`config.mk`:
```
export PLATFORM = sky130hd
export DESIGN_NAME = tx_serial_arbitro
export DESIGN_NICKNAME = d
export VERILOG_FILES = /design/src/rtl/tx_serial_pkg.sv /design/src/rtl/arbitro_rr.sv /design/src/rtl/tx_serial_arbitro.sv
export SDC_FILE = /design/constraint.sdc
export NUM_CORES = 1
export LEC_CHECK = 0
export ABC_AREA = 1
export BUFFER_PORTS_ARGS = -buffer_cell sky130_fd_sc_hd__buf_4
export CORE_ASPECT_RATIO = 0.6
export CORE_UTILIZATION = 40
export CTS_CLUSTER_SIZE = 24
export DETAILED_ROUTE_END_ITERATION = 16
export GPL_ROUTABILITY_DRIVEN = 0
export PLACE_DENSITY_LB_ADDON = 0.2
export SYNTH_ARGS = -nofsm -noshare
export SYNTH_HDL_FRONTEND = slang
export SYNTH_SLANG_ARGS = --single-unit
```
`constraint.sdc`:
```
create_clock -name clock -period 2.1 [get_ports clock]
set_clock_uncertainty 0.15 [all_clocks]
set_input_delay 0.105 -clock clock [delete_from_list [all_inputs] [get_ports clock]]
set_output_delay 0.105 -clock clock [all_outputs]
set_load 0.01 [all_outputs]
```
`src/rtl/tx_serial_pkg.sv`:
```
// Shared definitions for the serial transmitter arbiter slice.
// State codes, data width and 7E1/9600 baud timing constants.
package tx_serial_pkg;

    typedef enum logic [1:0] {
        OCIOSO  = 2'd0,
        PARTIDA = 2'd1,
        ESPERA  = 2'd2,
        FIM     = 2'd3
    } estado_t;

    localparam int DADOS_W        = 7;
    localparam int TIMEOUT_PADRAO = 60000;
    localparam int CICLOS_BIT     = 5208;
    localparam int CICLOS_QUADRO  = 10 * CICLOS_BIT;

endpackage

```
`src/rtl/arbitro_rr.sv`:
```
// Combinational round-robin search: first set request after the
// last served index, wrapping around.
module arbitro_rr #(
    parameter int N     = 4,
    parameter int IDX_W = 2
) (
    input  logic [N-1:0]     pedido,
    input  logic [IDX_W-1:0] ultimo,
    output logic             valido,
    output logic [IDX_W-1:0] idx
);

    logic [IDX_W-1:0] j;

    // Walk from the farthest candidate back to the nearest so the
    // nearest set bit after ultimo is the one left standing.
    always_comb begin
        valido = 1'b0;
        idx    = '0;
        j      = '0;
        for (int k = N; k >= 1; k--) begin
            j = IDX_W'((int'(ultimo) + k) % N);
            if (pedido[j]) begin
                valido = 1'b1;
                idx    = j;
            end
        end
    end

endmodule

```
`src/rtl/tx_serial_arbitro.sv`:
```
// Shares one 7E1 transmitter among N requesters: round-robin grant,
// single start pulse, completion on rising pronto, watchdog abort.
module tx_serial_arbitro
    import tx_serial_pkg::*;
#(
    parameter int N              = 4,
    parameter int TIMEOUT_CICLOS = TIMEOUT_PADRAO
) (
    input  logic                 clock,
    input  logic                 reset,
    input  logic [N-1:0]         pedido,
    input  logic [DADOS_W*N-1:0] dados,
    output logic [N-1:0]         ack,
    output logic                 erro_timeout,
    output logic [N-1:0]         concedido,
    output logic                 ocupado,
    output logic                 tx_partida,
    output logic [DADOS_W-1:0]   tx_dados,
    input  logic                 tx_pronto,
    output logic [2:0]           db_estado
);

    localparam int IDX_W = (N > 1) ? $clog2(N) : 1;
    localparam int WD_W  = $clog2(TIMEOUT_CICLOS + 1);
    localparam logic [WD_W-1:0]  WD_LIM  = WD_W'(TIMEOUT_CICLOS - 1);
    localparam logic [IDX_W-1:0] IDX_ULT = IDX_W'(N - 1);
    localparam logic [N-1:0]     UM      = N'(1);

    estado_t            estado;
    logic [IDX_W-1:0]   idx_r;
    logic [IDX_W-1:0]   ultimo;
    logic [IDX_W-1:0]   sel_idx;
    logic               sel_valido;
    logic [WD_W-1:0]    wd;
    logic               pronto_ant;
    logic               pronto_sobe;
    logic [DADOS_W-1:0] caracter [N];

    always_comb begin
        for (int i = 0; i < N; i++) begin
            caracter[i] = dados[DADOS_W*i +: DADOS_W];
        end
    end

    assign pronto_sobe = tx_pronto & ~pronto_ant;
    assign db_estado   = {1'b0, estado};

    arbitro_rr #(
        .N     (N),
        .IDX_W (IDX_W)
    ) u_rr (
        .pedido (pedido),
        .ultimo (ultimo),
        .valido (sel_valido),
        .idx    (sel_idx)
    );

    always_ff @(posedge clock or posedge reset) begin
        if (reset) begin
            estado       <= OCIOSO;
            idx_r        <= '0;
            ultimo       <= IDX_ULT;
            wd           <= '0;
            pronto_ant   <= 1'b0;
            tx_dados     <= '0;
            concedido    <= '0;
            ack          <= '0;
            erro_timeout <= 1'b0;
            tx_partida   <= 1'b0;
            ocupado      <= 1'b0;
        end else begin
            pronto_ant   <= tx_pronto;
            ack          <= '0;
            erro_timeout <= 1'b0;
            tx_partida   <= 1'b0;
            unique case (estado)
                OCIOSO: begin
                    if (sel_valido) begin
                        idx_r      <= sel_idx;
                        tx_dados   <= caracter[sel_idx];
                        concedido  <= UM << sel_idx;
                        tx_partida <= 1'b1;
                        ocupado    <= 1'b1;
                        estado     <= PARTIDA;
                    end
                end
                PARTIDA: begin
                    wd     <= '0;
                    estado <= ESPERA;
                end
                ESPERA: begin
                    // A real edge wins over a watchdog expiry in the same cycle.
                    if (pronto_sobe || wd == WD_LIM) begin
                        ack          <= concedido;
                        erro_timeout <= ~pronto_sobe;
                        concedido    <= '0;
                        estado       <= FIM;
                    end else begin
                        wd <= wd + WD_W'(1);
                    end
                end
                FIM: begin
                    ultimo  <= idx_r;
                    ocupado <= 1'b0;
                    estado  <= OCIOSO;
                end
                default: estado <= OCIOSO;
            endcase
        end
    end

endmodule

```
Word-level counts from Yosys, hierarchy flattened
Index checks and enable logic that the tools add are counted.
Storage, ports and cells
  flip-flop bits (word level): 41
  input port bits: 35
  output and inout port bits: 21
  word-level logic and storage cells: 78
Cells by class
  $add $sub $neg: 5
  magnitude comparators: 5
  equality and inequality tests: 7
  shift operators: 1
  mux-type cells: 35
  bitwise operators: 4
  reductions and logical operators: 10
Operator list (number)
  one-hot mux 16 bit (2 select lines): 1
  adder 16 x 1 -> 16 bit (second input constant): 1
  equality test 16 bit (second input constant): 1
  two-way mux 16 bit: 1
  two-way mux 4 bit: 4
  binary-select mux 7 bit (select 2 bit): 1
  two-way mux 7 bit: 2
  two-way mux 1 bit: 13
  < comparator 2 x 3 -> 1 bit (second input constant): 4
  two-way mux 2 bit: 6
  binary-select mux 1 bit (select 2 bit): 4
  one-hot mux 2 bit (4 select lines): 1
  one-hot mux 4 bit (2 select lines): 1
  AND reduction 2 bit: 4
  != test 2 bit (second input constant): 3
  nonzero test 2 bit: 3
  adder 2 x 1 -> 2 bit (second input constant): 2
  adder 2 bit (second input constant): 2
  equality test 2 bit (second input constant): 2
  left shift 1 x 2 -> 4 bit (first input constant): 1
  >= comparator 3 bit (second input constant): 1
  NOT 2 -> 3 bit: 1
  AND reduction 3 bit: 1
  equality test 2 x 1 -> 1 bit (second input constant): 1
  5 further kinds: 6

Depth between registers and ports, before layout
  depth after elaboration: 11
  mapped depth: 16
  gate-level depth less buffers: 15

Cells and area by module
A second synthesis with hierarchy kept.
Unflattened totals
  cell total of the unflattened synthesis: 362
  area, all modules: 2610.0 um^2
Modules (own cells, without submodules)
  tx_serial_arbitro: times used 1, cells an instance 311, area an instance 2363.5 um^2, sequential area each 1028.5 um^2
  arbitro_rr: times used 1, cells an instance 51, area an instance 246.5 um^2, sequential area each 0.0 um^2

Least setup slack after synthesis
Ideal clock, no wire load.
  kind: reg-to-reg
  start point: reg ultimo[0]
  end point: reg tx_dados[0]
  setup time: 0.117 ns
  data arrival time: 1.613 ns
  required time: 1.833 ns
  setup slack: 0.221 ns
  stages on the path, launching flop included: 15
  buffers on the path: 2
  clock period less this slack: 1.879 ns
  path through: dfstp_2 > buf_6 > inv_4 > nand2_1 > and2_1 > nor2_2 > nor2_2 > nand3_4 > buf_4 > nand3_1 > nand2_1 > nand2_1 > nand2_1 > nand2_1 > nand2_1
Between the ends
  word-level cells in the longest chain between the ends: 11
  elaborated cells between the ends (all ways): 25
  classes of those cells: add/sub (4); mux (19); bitwise (1); reduce/logical (1)
Ends and longest elaborated chain
  from (decl): RTL line tx_serial_arbitro.sv:31  | logic [IDX_W-1:0] ultimo;
  from (signal assigned): RTL line tx_serial_arbitro.sv:103  | ultimo <= idx_r;
  adder 2 x 1 -> 2 bit: RTL line arbitro_rr.sv:22  | j = IDX_W'((int'(ultimo) + k) % N);
  binary-select mux 1 bit (select 2 bit): RTL line arbitro_rr.sv:23  | if (pedido[j]) begin
  two-way mux 1 bit (not written as such): RTL line arbitro_rr.sv:23
  two-way mux 2 bit (4 in a row): RTL line arbitro_rr.sv:23
  NOT 2 -> 3 bit (not written as such): RTL line tx_serial_arbitro.sv:80  | tx_dados <= caracter[sel_idx];
  binary-select mux 7 bit (select 2 bit): RTL line tx_serial_arbitro.sv:80
  two-way mux 7 bit (not written as such) (2 in a row): RTL line tx_serial_arbitro.sv:80
  to (signal assigned): RTL line tx_serial_arbitro.sv:80
  to (decl): RTL line tx_serial_arbitro.sv:18  | output logic [DADOS_W-1:0] tx_dados,
Parallel ways exist; a longest one is shown, timed or not. The select of a mux whose other input is x is not followed.
A chain may end at the register's enable or synchronous reset.

Final worst setup path
  start point: reg ultimo[0]
  end point: reg tx_dados[2]
Same word-level chain as after synthesis.

==> summary.md <==
The flow ran to the end, but the final reports show violations. The final reports fail on negative setup slack. The effective utilization at floorplan was 0.431. The logs give 21 for the total number of placement rows and 2 for the maximum buffer depth of the clock tree.

Clock-pin slew was measured on the worst setup and hold paths at 90 ps. The worst path setup slack after routing is -32.5 ps. The total setup violations reported at the end of the flow was 3; the number of nets at the end of the flow was 468. Count of final max-slew check failures: 0. The logs give 2140 ps for the critical path data required time and 41 for the count of clock tree sinks. Entering global routing, the biggest net connects 42 pins. Setup repair after global routing could not meet its margin everywhere. The tools report the core utilization of the finished layout as 0.593. The first global-routing pass estimated 10100 um of wire. After floorplanning, the core was sized to cover 5810 um2. When the netlist entered floorplanning its net count stood at 385. The tools report the achievable frequency as 469 MHz. For the number of antenna violations at the first check in global routing, the log shows 0.

The post-synthesis sequential element count came out at 41. Across the VDD grid, the largest voltage drop is 689 uV. The worst hold path belongs to the class in2reg. TritonCTS built the clock tree. The tools report the number of clock buffers inserted by TritonCTS as 5. Summing over every cut layer, the via total after detailed routing is 2464.

The slew at the pin closest to its max-slew limit is 507 ps, and the number of violations of the max-capacitance limit is 0. The via-per-instance ratio is 4.84. In this run, the number of DRC markers left after iteration 0 of detailed routing was 179.

In this run the vertical extent of the chip is 63.3 um. The overall power is 5270 uW, and the number of ports placed on the die boundary is 56. Counting distinct cell types in the post-synthesis netlist gives 35.

The number of nets with antenna violations after routing came out at 0. The run gives 0 as the count of final hold-check violations. The setup path with the least slack is of type reg2reg. The max-slew headroom at the worst pin is 0.662. The run gives 6580 um2 as the die outline area. After global routing the overflow that remains totals 0. The top cell type's share of synthesized area is 0.390. The share of the cycle needed by the critical path after routing is 1.02, and the total leakage power is 0.00177 uW. The arrival time reported for the critical path endpoint was 2180 ps. The worst hold slack came out at 34.4 ps. In the final routed layout, each cell accounts on average for 13.2 um.

The power density over cell area is 1530 nW/um2. The number of global-route vias before repair is 2078. The layout cell share with drive strength beyond 1 is 0.305, and the proportion of synthesized chip area in sequential cells is 0.411.

The biggest fanout along the worst timing path works out to 6. The run gives 0.192 as the overall routing resource usage. The run gives 345 as the number of cells produced by synthesis. Clock latency on the worst-skew pair, taken at its later pin, is 290 ps.

The type of element launching the critical path was a register. The post-synthesis area per instance is 7.25 um2. The worst setup path is captured at a register. The number of buffers inserted by port buffering works out to 54. The synthesis-to-finish area growth is 37.7%. After synthesis, the cell types taking the most area are dfrtp_1 39%, nand2_1 18%, nand3_1 6.2%. The Yosys step of the flow raised 0 warnings. The tools report the clock root buffer as clkbuf_8.

The die is 104 um wide. 0 antenna diodes ended up in the layout. Counting instances, the worst hold path has a depth of 7.

Once detailed placement completed, the half-perimeter wirelength came to 4580 um. Wires add up to 6700 um. The clock period minus worst slack was 2130 ps.

Adding up every negative setup slack in the final design gives -64.2 ps. In the routed design, unresolved DRC markers number 0. The number of H-tree levels was 2; the worst-case reg-to-reg path depth was 14. After synthesis the cells add up to 2500 um2. dfrtp_1 takes more of the synthesized area than any other cell.

For this run, the detailed router's first-pass iteration total came to 4. Post-place setup slack: -47.7 ps.
-- kinds of logic after synthesis --
group	count (synthesis)	share of synthesized area
other cells	1	0.00150
xor+xnor	7	0.0245
simple gates	209	0.376
flops	41	0.411
fa+ha+maj	5	0.0250
buf+inv	49	0.0875
compound gates	33	0.0745
-- path summary, 6_finish.rpt --
| kind | start | endpoint | slack, ps |
|---|---|---|---|
| min in group asynchronous | reset | wd[1] | 330 |
| worst max register to register | ultimo[0] | tx_dados[2] | -30 |
| max in group asynchronous | reset | ultimo[0] | 1110 |
| worst max-delay path | ultimo[0] | tx_dados[2] | -30 |
| worst min register to register | tx_dados[3] | tx_dados[3] | 350 |
| worst min-delay path | dados[24] | tx_dados[3] | 30 |
-- registers in the layout, summed over array words and instances, names as in the netlist --
name	cells
ack	4
idx_r	2
ultimo	2
wd	16
pronto_ant	1
ocupado	1
estado	2
erro_timeout	1
tx_dados	7
tx_partida	1
concedido	4
-- power by group --
| part | internal (uW) | total (uW) | switching [uW] | leakage [uW] |
|---|---|---|---|---|
| Sequential | 1020 | 1190 | 165 | 0.000536 |
| Combinational | 1360 | 3430 | 2070 | 0.00118 |
| Clock | 356 | 651 | 295 | 0.0000543 |
-- critical path, stage by stage (launching register included) --
cell	delay (ps)
dfstp_2	640
buf_6	140
nand2_1	70
nand2_2	100
nand2_2	70
nand2_2	70
nand2_4	70
nand3_4	150
buf_8	160
buf_6	90
nand3b_1	80
nand3_1	70
nand2_1	60
nand2_1	60
nand2_1	40
-- per-stage QoR --
| stage | instance area [um2] | instances |
|---|---|---|
| after global placement | 3050 | 483 |
| after floorplan | 2500 | 345 |
| after detailed placement | 3050 | 483 |
| after CTS | 3220 | 496 |
| after global routing | 3440 | 509 |
| final | 3440 | 509 |
-- per-layer routing --
metal	share of wire	up-vias	GRT usage	wire, um
met5	0	-	0	0
li1	-	1268	-	-
met2	0.39	73	0.263	2630
met3	0.065	4	0.0518	439
met4	0.0051	0	0.0107	34
met1	0.54	1119	0.308	3600
-- placed cells by master (no fill, tap or decap), types with 3 or more instances in the layout --
| cell | instances |
|---|---|
| a21oi_1 | 6 |
| o21ai_0 | 15 |
| o31ai_1 | 6 |
| nand2_8 | 3 |
| dfrtp_1 | 39 |
| nand4_1 | 4 |
| nand2_1 | 108 |
| nor3_1 | 4 |
| nand3_1 | 30 |
| inv_2 | 4 |
| xor2_1 | 7 |
| buf_4 | 73 |
| nand2_2 | 17 |
| inv_1 | 33 |
| nor2_1 | 21 |
| nand3b_1 | 7 |
| nand2_4 | 5 |
| ha_1 | 5 |
| clkbuf_8 | 5 |
| nor2_2 | 4 |
-- cells in the mapped netlist (all sizes together) --
cell	n
o31ai	6
nor4	1
and2	1
o21ai	18
dfrtp	39
o22ai	1
conb	1
buf	8
nand4	5
nand2	129
xor2	7
nand3b	7
clkinv	2
ha	5
nor2	26
or2	1
a21oi	7
nor2b	1
and3	2
dfstp	2
a31oi	1
inv	39
nor3	4
nand3	32
-- timing repair --
item / 4_1_cts / 5_1_grt
setup buffers: 3 / 9
hold endpoints to repair: 40 / 0
gates cloned: 0 / 4
setup endpoints to repair: 7 / 20
pin swaps: 1 / 12
gates resized for setup: 3 / 35
hold buffers: 2 / 0
-- layout make-up --
cell class	instances	area [um2]
clock buffer	5	68.8
clock inverter	3	46.3
fill	508	2360
inverter	41	166
multi-input combinational	259	1390
sequential	41	1030
tap	80	100
timing repair buffer	80	646
Power figures use the tool's default switching activity.
